<file path="config.mk">
export PLATFORM = sky130hd
export DESIGN_NAME = tl_fifo_arbiter
export DESIGN_NICKNAME = d
export VERILOG_FILES = /design/src/rtl/tl_pkg.sv /design/src/rtl/rr_arbiter.sv /design/src/rtl/tl_fifo_arbiter.sv
export SDC_FILE = /design/constraint.sdc
export NUM_CORES = 1
export LEC_CHECK = 0
export ABC_AREA = 0
export BUFFER_PORTS_ARGS = -buffer_cell sky130_fd_sc_hd__buf_2
export CAP_MARGIN = 20
export CELL_PAD_IN_SITES_DETAIL_PLACEMENT = 1
export CELL_PAD_IN_SITES_GLOBAL_PLACEMENT = 1
export CORE_MARGIN = 4
export CORE_UTILIZATION = 36
export DETAILED_ROUTE_END_ITERATION = 10
export PLACE_DENSITY = 0.85
export SYNTH_ARGS = -nofsm -noshare
export SYNTH_HDL_FRONTEND = slang
export SYNTH_SLANG_ARGS = --single-unit
</file>
<file path="constraint.sdc">
create_clock -name clk -period 7.3 [get_ports clk]
set_input_delay 0.73 -clock clk [delete_from_list [all_inputs] [get_ports clk]]
set_output_delay 0.73 -clock clk [all_outputs]
set_load 0.005 [all_outputs]
</file>
<file path="src/rtl/tl_pkg.sv">
// Shared definitions for the transaction-layer FIFO bank controller:
// the one-hot FIFO state bus encodings, the default thresholds and the word width.
package tl_pkg;

  localparam int DATA_W = 12;
  localparam int AF_DEF = 6;
  localparam int AE_DEF = 0;

  typedef enum logic [3:0] {
    ST_RESET  = 4'b0001,
    ST_INIT   = 4'b0010,
    ST_IDLE   = 4'b0100,
    ST_ACTIVE = 4'b1000
  } state_e;

endpackage

</file>
<file path="src/rtl/rr_arbiter.sv">
// Combinational round-robin arbiter: picks the first requester above last_grant,
// wrapping modulo NUM_REQ, and reports it both one-hot and as a binary index.
module rr_arbiter #(
  parameter int NUM_REQ = 4,
  parameter int IDX_W   = $clog2(NUM_REQ)
) (
  input  logic [NUM_REQ-1:0] req,
  input  logic [IDX_W-1:0]   last_grant,
  input  logic               enable,
  output logic [NUM_REQ-1:0] grant,
  output logic [IDX_W-1:0]   grant_idx
);

  logic             w_found;
  logic [IDX_W-1:0] w_cand;

  // NOTE: every output of a combinational block gets a default before any
  // conditional assignment, otherwise synthesis infers a latch.
  always_comb begin
    grant     = '0;
    grant_idx = '0;
    w_found   = 1'b0;
    w_cand    = '0;
    // NUM_REQ is a power of two, so IDX_W-bit addition wraps modulo NUM_REQ.
    for (int k = 1; k <= NUM_REQ; k++) begin
      w_cand = last_grant + IDX_W'(k);
      if (enable && !w_found && req[w_cand]) begin
        grant[w_cand] = 1'b1;
        grant_idx     = w_cand;
        w_found       = 1'b1;
      end
    end
  end

endmodule

</file>
<file path="src/rtl/tl_fifo_arbiter.sv">
// FIFO-bank controller: sequences the RESET/INIT/IDLE/ACTIVE state bus, broadcasts
// thresholds and drains the input FIFOs round-robin into the output FIFO.
module tl_fifo_arbiter #(
  parameter int DATA_W  = tl_pkg::DATA_W,
  parameter int NUM_REQ = 4,
  parameter int TH_W    = 3,
  parameter int CNT_W   = 16,
  parameter int IDX_W   = $clog2(NUM_REQ)
) (
  input  logic                      clk,
  input  logic                      reset,
  input  logic                      init,
  input  logic [TH_W-1:0]           umbral_AF_in,
  input  logic [TH_W-1:0]           umbral_AE_in,
  input  logic [NUM_REQ-1:0]        in_empty,
  input  logic [NUM_REQ*DATA_W-1:0] in_data,
  input  logic                      out_almost_full,
  output logic [3:0]                state,
  output logic [TH_W-1:0]           umbral_AF,
  output logic [TH_W-1:0]           umbral_AE,
  output logic [NUM_REQ-1:0]        pop,
  output logic                      out_push,
  output logic [DATA_W-1:0]         out_data,
  output logic [IDX_W-1:0]          grant_idx,
  output logic [CNT_W-1:0]          words_fwd
);

  import tl_pkg::*;

  state_e             r_state;
  logic [TH_W-1:0]    r_umbral_af;
  logic [TH_W-1:0]    r_umbral_ae;
  logic [IDX_W-1:0]   r_last_grant;
  logic [IDX_W-1:0]   r_grant_idx;
  logic               r_out_push;
  logic [CNT_W-1:0]   r_words_fwd;

  logic [NUM_REQ-1:0] w_req;
  logic [NUM_REQ-1:0] w_eligible;
  logic [NUM_REQ-1:0] w_grant;
  logic [IDX_W-1:0]   w_win_idx;
  logic               w_arb_en;

  assign w_req      = ~in_empty;
  assign w_eligible = w_req & {NUM_REQ{~out_almost_full}};
  // Gated by the registered state, so an async reset kills pop immediately.
  assign w_arb_en   = (r_state == ST_ACTIVE) && !out_almost_full;

  rr_arbiter #(
    .NUM_REQ (NUM_REQ),
    .IDX_W   (IDX_W)
  ) u_rr_arbiter (
    .req        (w_req),
    .last_grant (r_last_grant),
    .enable     (w_arb_en),
    .grant      (w_grant),
    .grant_idx  (w_win_idx)
  );

  // NOTE: clocked state uses non-blocking assignments so every register
  // samples the pre-edge values regardless of statement order.
  always_ff @(posedge clk or negedge reset) begin
    if (!reset) begin
      r_state     <= ST_RESET;
      r_umbral_af <= TH_W'(AF_DEF);
      r_umbral_ae <= TH_W'(AE_DEF);
    end else begin
      unique case (r_state)
        ST_RESET: r_state <= ST_INIT;
        ST_INIT: begin
          r_umbral_af <= umbral_AF_in;
          r_umbral_ae <= umbral_AE_in;
          if (!init) r_state <= ST_IDLE;
        end
        ST_IDLE: begin
          if (init)             r_state <= ST_INIT;
          else if (|w_eligible) r_state <= ST_ACTIVE;
        end
        ST_ACTIVE: begin
          // Stay until the word popped last cycle has actually been pushed.
          if (!(|w_eligible) && !r_out_push) r_state <= ST_IDLE;
        end
        default: r_state <= ST_RESET;
      endcase
    end
  end

  always_ff @(posedge clk or negedge reset) begin
    if (!reset) begin
      r_last_grant <= IDX_W'(NUM_REQ - 1);
      r_grant_idx  <= '0;
      r_out_push   <= 1'b0;
      r_words_fwd  <= '0;
    end else begin
      r_out_push <= |w_grant;
      if (|w_grant) begin
        r_last_grant <= w_win_idx;
        r_grant_idx  <= w_win_idx;
      end
      if (r_out_push) r_words_fwd <= r_words_fwd + CNT_W'(1);
    end
  end

  assign state     = r_state;
  assign umbral_AF = r_umbral_af;
  assign umbral_AE = r_umbral_ae;
  assign pop       = w_grant;
  assign out_push  = r_out_push;
  assign grant_idx = r_grant_idx;
  assign words_fwd = r_words_fwd;
  // The input FIFO registered the popped word last cycle; select it now.
  assign out_data  = in_data[int'(r_grant_idx) * DATA_W +: DATA_W];

endmodule

</file>
==> flow_metrics.env <==
export IMPL_boundaryPins=107
export IMPL_syn_area_mm2=0.00205
export IMPL_slew_headroom=0.525
export IMPL_slew_viol_final=0
export IMPL_grt_use_total=0.166
export IMPL_antenna_found_initial=0
export IMPL_start_util=0.372
export IMPL_finalPower_mw=0.630
export IMPL_status="completed"
export IMPL_grt_ovfl_total=0
export IMPL_n_antenna_cell=0
export IMPL_numCtsBuffers=5
export IMPL_finalNetCount=350
export IMPL_cts_root_buffer="clkbuf_8"
export IMPL_drive_gt1_frac=0.518
export IMPL_grt_pass1_vias=1875
export IMPL_drt_iter0_drc=50
export IMPL_layout_commonest_cell="buf_2"
export IMPL_dp_slack_ps=3910
export IMPL_skew_ps=2.53
export IMPL_die_area_mm2=0.00697
export IMPL_tightest_slew_ps=713
export IMPL_cp_start_kind="flip-flop"
export IMPL_cp_max_fo=14
export IMPL_seq_area_frac_synth=0.381
export IMPL_fin_tns_setup_ps=0
export IMPL_yosys_warnings=0
export IMPL_gp_congestion=0.824
export IMPL_ys_types=36
export IMPL_route_detailed_drc=0
export IMPL_synth_seq_cells=31
export IMPL_worstPathArrival_ps=3530
export IMPL_reg2reg_to="grant_idx[1]$_DFFE_PN0P_"
export IMPL_r2r_start="r_last_grant[0]$_DFFE_PN1P_"
export IMPL_dr_pass1_iters=4
export IMPL_syn_area_per_cell_um2=11.8
export IMPL_dieWidth_um=83.5
export IMPL_synthAdderAreaFrac=0.0549
export IMPL_cts_path_max_buffers=2
export IMPL_wire_per_inst_um=16.2
export IMPL_muxShareOfSynthArea=0.239
export IMPL_setup_worst_path_end_class="flip-flop"
export IMPL_tritoncts="done"
export IMPL_ant_nets=0
export IMPL_crit_required_ps=7460
export IMPL_cts_hold_buf=0
export IMPL_core_region_area_mm2=0.00551
export IMPL_async_flop_share=1.00
export IMPL_path_clk_slew_ps=70
export IMPL_insertion_delay_ps=270
export IMPL_synth_xor_area_frac=0.0683
export IMPL_period_share=0.463
export IMPL_p_leak_nw=1.35
export IMPL_powerDensity_mw_per_mm2=232
export IMPL_die_y_um=83.5
export IMPL_syn2layout_area_growth_pct=32.6
export IMPL_cts_htree_levels=2
export IMPL_max_cap_violations=0
export IMPL_synth_compound_area_frac=0.0757
export IMPL_port_buffers=106
export IMPL_synth_top_family_by_area="multiplexers"
export IMPL_whs_ps=496
export IMPL_post_cts_buffers=0
export IMPL_ctsResizeCount=0
export IMPL_synthFlopType="dfrtp_1"
export IMPL_synth_net_count=245
export IMPL_rsz0062_at_grt="false"
export IMPL_grt_max_degree=32
export IMPL_r2r_slack_ps=3920
export IMPL_dr_total_vias=1817
export IMPL_hold_viol_final=0
export IMPL_fin_crit_ps=3380
export IMPL_synthSimpleGateAreaFrac=0.146
export IMPL_max_freq_mhz=296
export IMPL_placed_area_mm2=0.00262
export IMPL_grt_pass1_wl_mm=9.55
export IMPL_ff2ff_path_depth=8
export IMPL_wl_mm=5.71
export IMPL_crit_type="flip-flop to flip-flop"
export IMPL_synth_edf_count=0
export IMPL_hp_class="input port to asynchronous set/reset pin"
export IMPL_rows=27
export IMPL_vias_per_cell=5.16
export IMPL_stdcell_area_mm2=0.00272
export IMPL_syn_instance_count=174
export IMPL_setup_viol=0
export IMPL_worst_slack_ps=3920
export IMPL_cts_sinks=31
export IMPL_final_cell_mix="buf_2, dfrtp_1, mux4_2"
export IMPL_vdd_ir_drop_max_mv=0.178
export IMPL_hpwl_mm=4.61
-- critical path, cell delays in order (launching register included) --
cell,delay (ps)
dfstp_2,700
inv_1,190
ha_1,370
mux4_2,440
nand4_4,110
nor2_1,100
a221o_1,310
or4_1,690
mux2_4,350
-- through the flow --
stage / instances / util
after floorplan: 174 / -
after global placement: 344 / 0.476
after detailed placement: 344 / 0.476
after CTS: 352 / 0.494
after global routing: 352 / 0.494
final: 352 / 0.494
-- synth_stat cells (3+ instances only) --
| library cell | number | share of area |
|---|---|---|
| dfrtp_1 | 26 | 0.32 |
| mux4_2 | 16 | 0.18 |
| nor2_1 | 13 | 0.024 |
| xnor2_1 | 11 | 0.047 |
| nand2_1 | 10 | 0.018 |
| ha_1 | 9 | 0.055 |
| nand2b_1 | 8 | 0.024 |
| nand3_1 | 8 | 0.020 |
| a21oi_1 | 7 | 0.017 |
| mux2_2 | 7 | 0.038 |
| dfstp_2 | 5 | 0.064 |
| inv_1 | 5 | 0.0092 |
| xor2_1 | 5 | 0.021 |
| a221o_1 | 4 | 0.020 |
| and3_1 | 4 | 0.012 |
| clkbuf_1 | 4 | 0.0073 |
| nand3b_1 | 4 | 0.015 |
| nor3_1 | 4 | 0.0098 |
| buf_6 | 3 | 0.016 |
-- report_power, final --
part           total (mW)  switching [mW]  internal (mW)
clock               0.147          0.0611         0.0860
combinational       0.228          0.0980          0.130
sequential          0.255          0.0442          0.211
-- final cells by class --
cell class	count	area [um^2]
fillers	642	2790
clock buffers	8	100
flip-flops and latches	31	782
inverters	5	18.8
multi-input cells	130	1200
well taps	72	90.1
repair buffers	106	531
-- kinds of logic after synthesis --
logic type | count (synthesis)
compound gates | 22
xor+xnor | 16
fa+ha+maj | 9
buf+inv | 13
flops | 31
mux | 27
simple gates | 56
-- how the worst max path moves through the flow --
| stage | from | endpoint | slack [ps] | cells after the start |
|---|---|---|---|---|
| final | r_last_grant[0]$_DFFE_PN1P_ | grant_idx[1]$_DFFE_PN0P_ | 3920 | 8 |
| after global routing | r_last_grant[0]$_DFFE_PN1P_ | pop[1] | 3690 | 7 |
| after CTS | r_last_grant[0]$_DFFE_PN1P_ | pop[0] | 3900 | 7 |
| after detailed placement | r_last_grant[0]$_DFFE_PN1P_ | grant_idx[1]$_DFFE_PN0P_ | 3910 | 8 |
| after global placement | r_last_grant[0]$_DFFE_PN1P_ | grant_idx[1]$_DFFE_PN0P_ | 4020 | 8 |
| after floorplan | r_last_grant[1]$_DFFE_PN1P_ | grant_idx[1]$_DFFE_PN0P_ | 4010 | 11 |
-- routing by layer --
metal / up-vias / share of wire / global-route usage
met3: 2 / 0.080 / 0.0464
met4: 0 / 0.0028 / 0.0351
met5: - / 0 / 0
li1: 851 / - / -
met1: 879 / 0.42 / 0.215
met2: 85 / 0.50 / 0.281
-- state kept, by name (all words and copies together) (netlist names) --
name          count
out_push          1
state             4
umbral_AE         3
grant_idx         2
umbral_AF         3
r_last_grant      2
words_fwd        16
No activity file was read; power rests on OpenSTA's default activity.
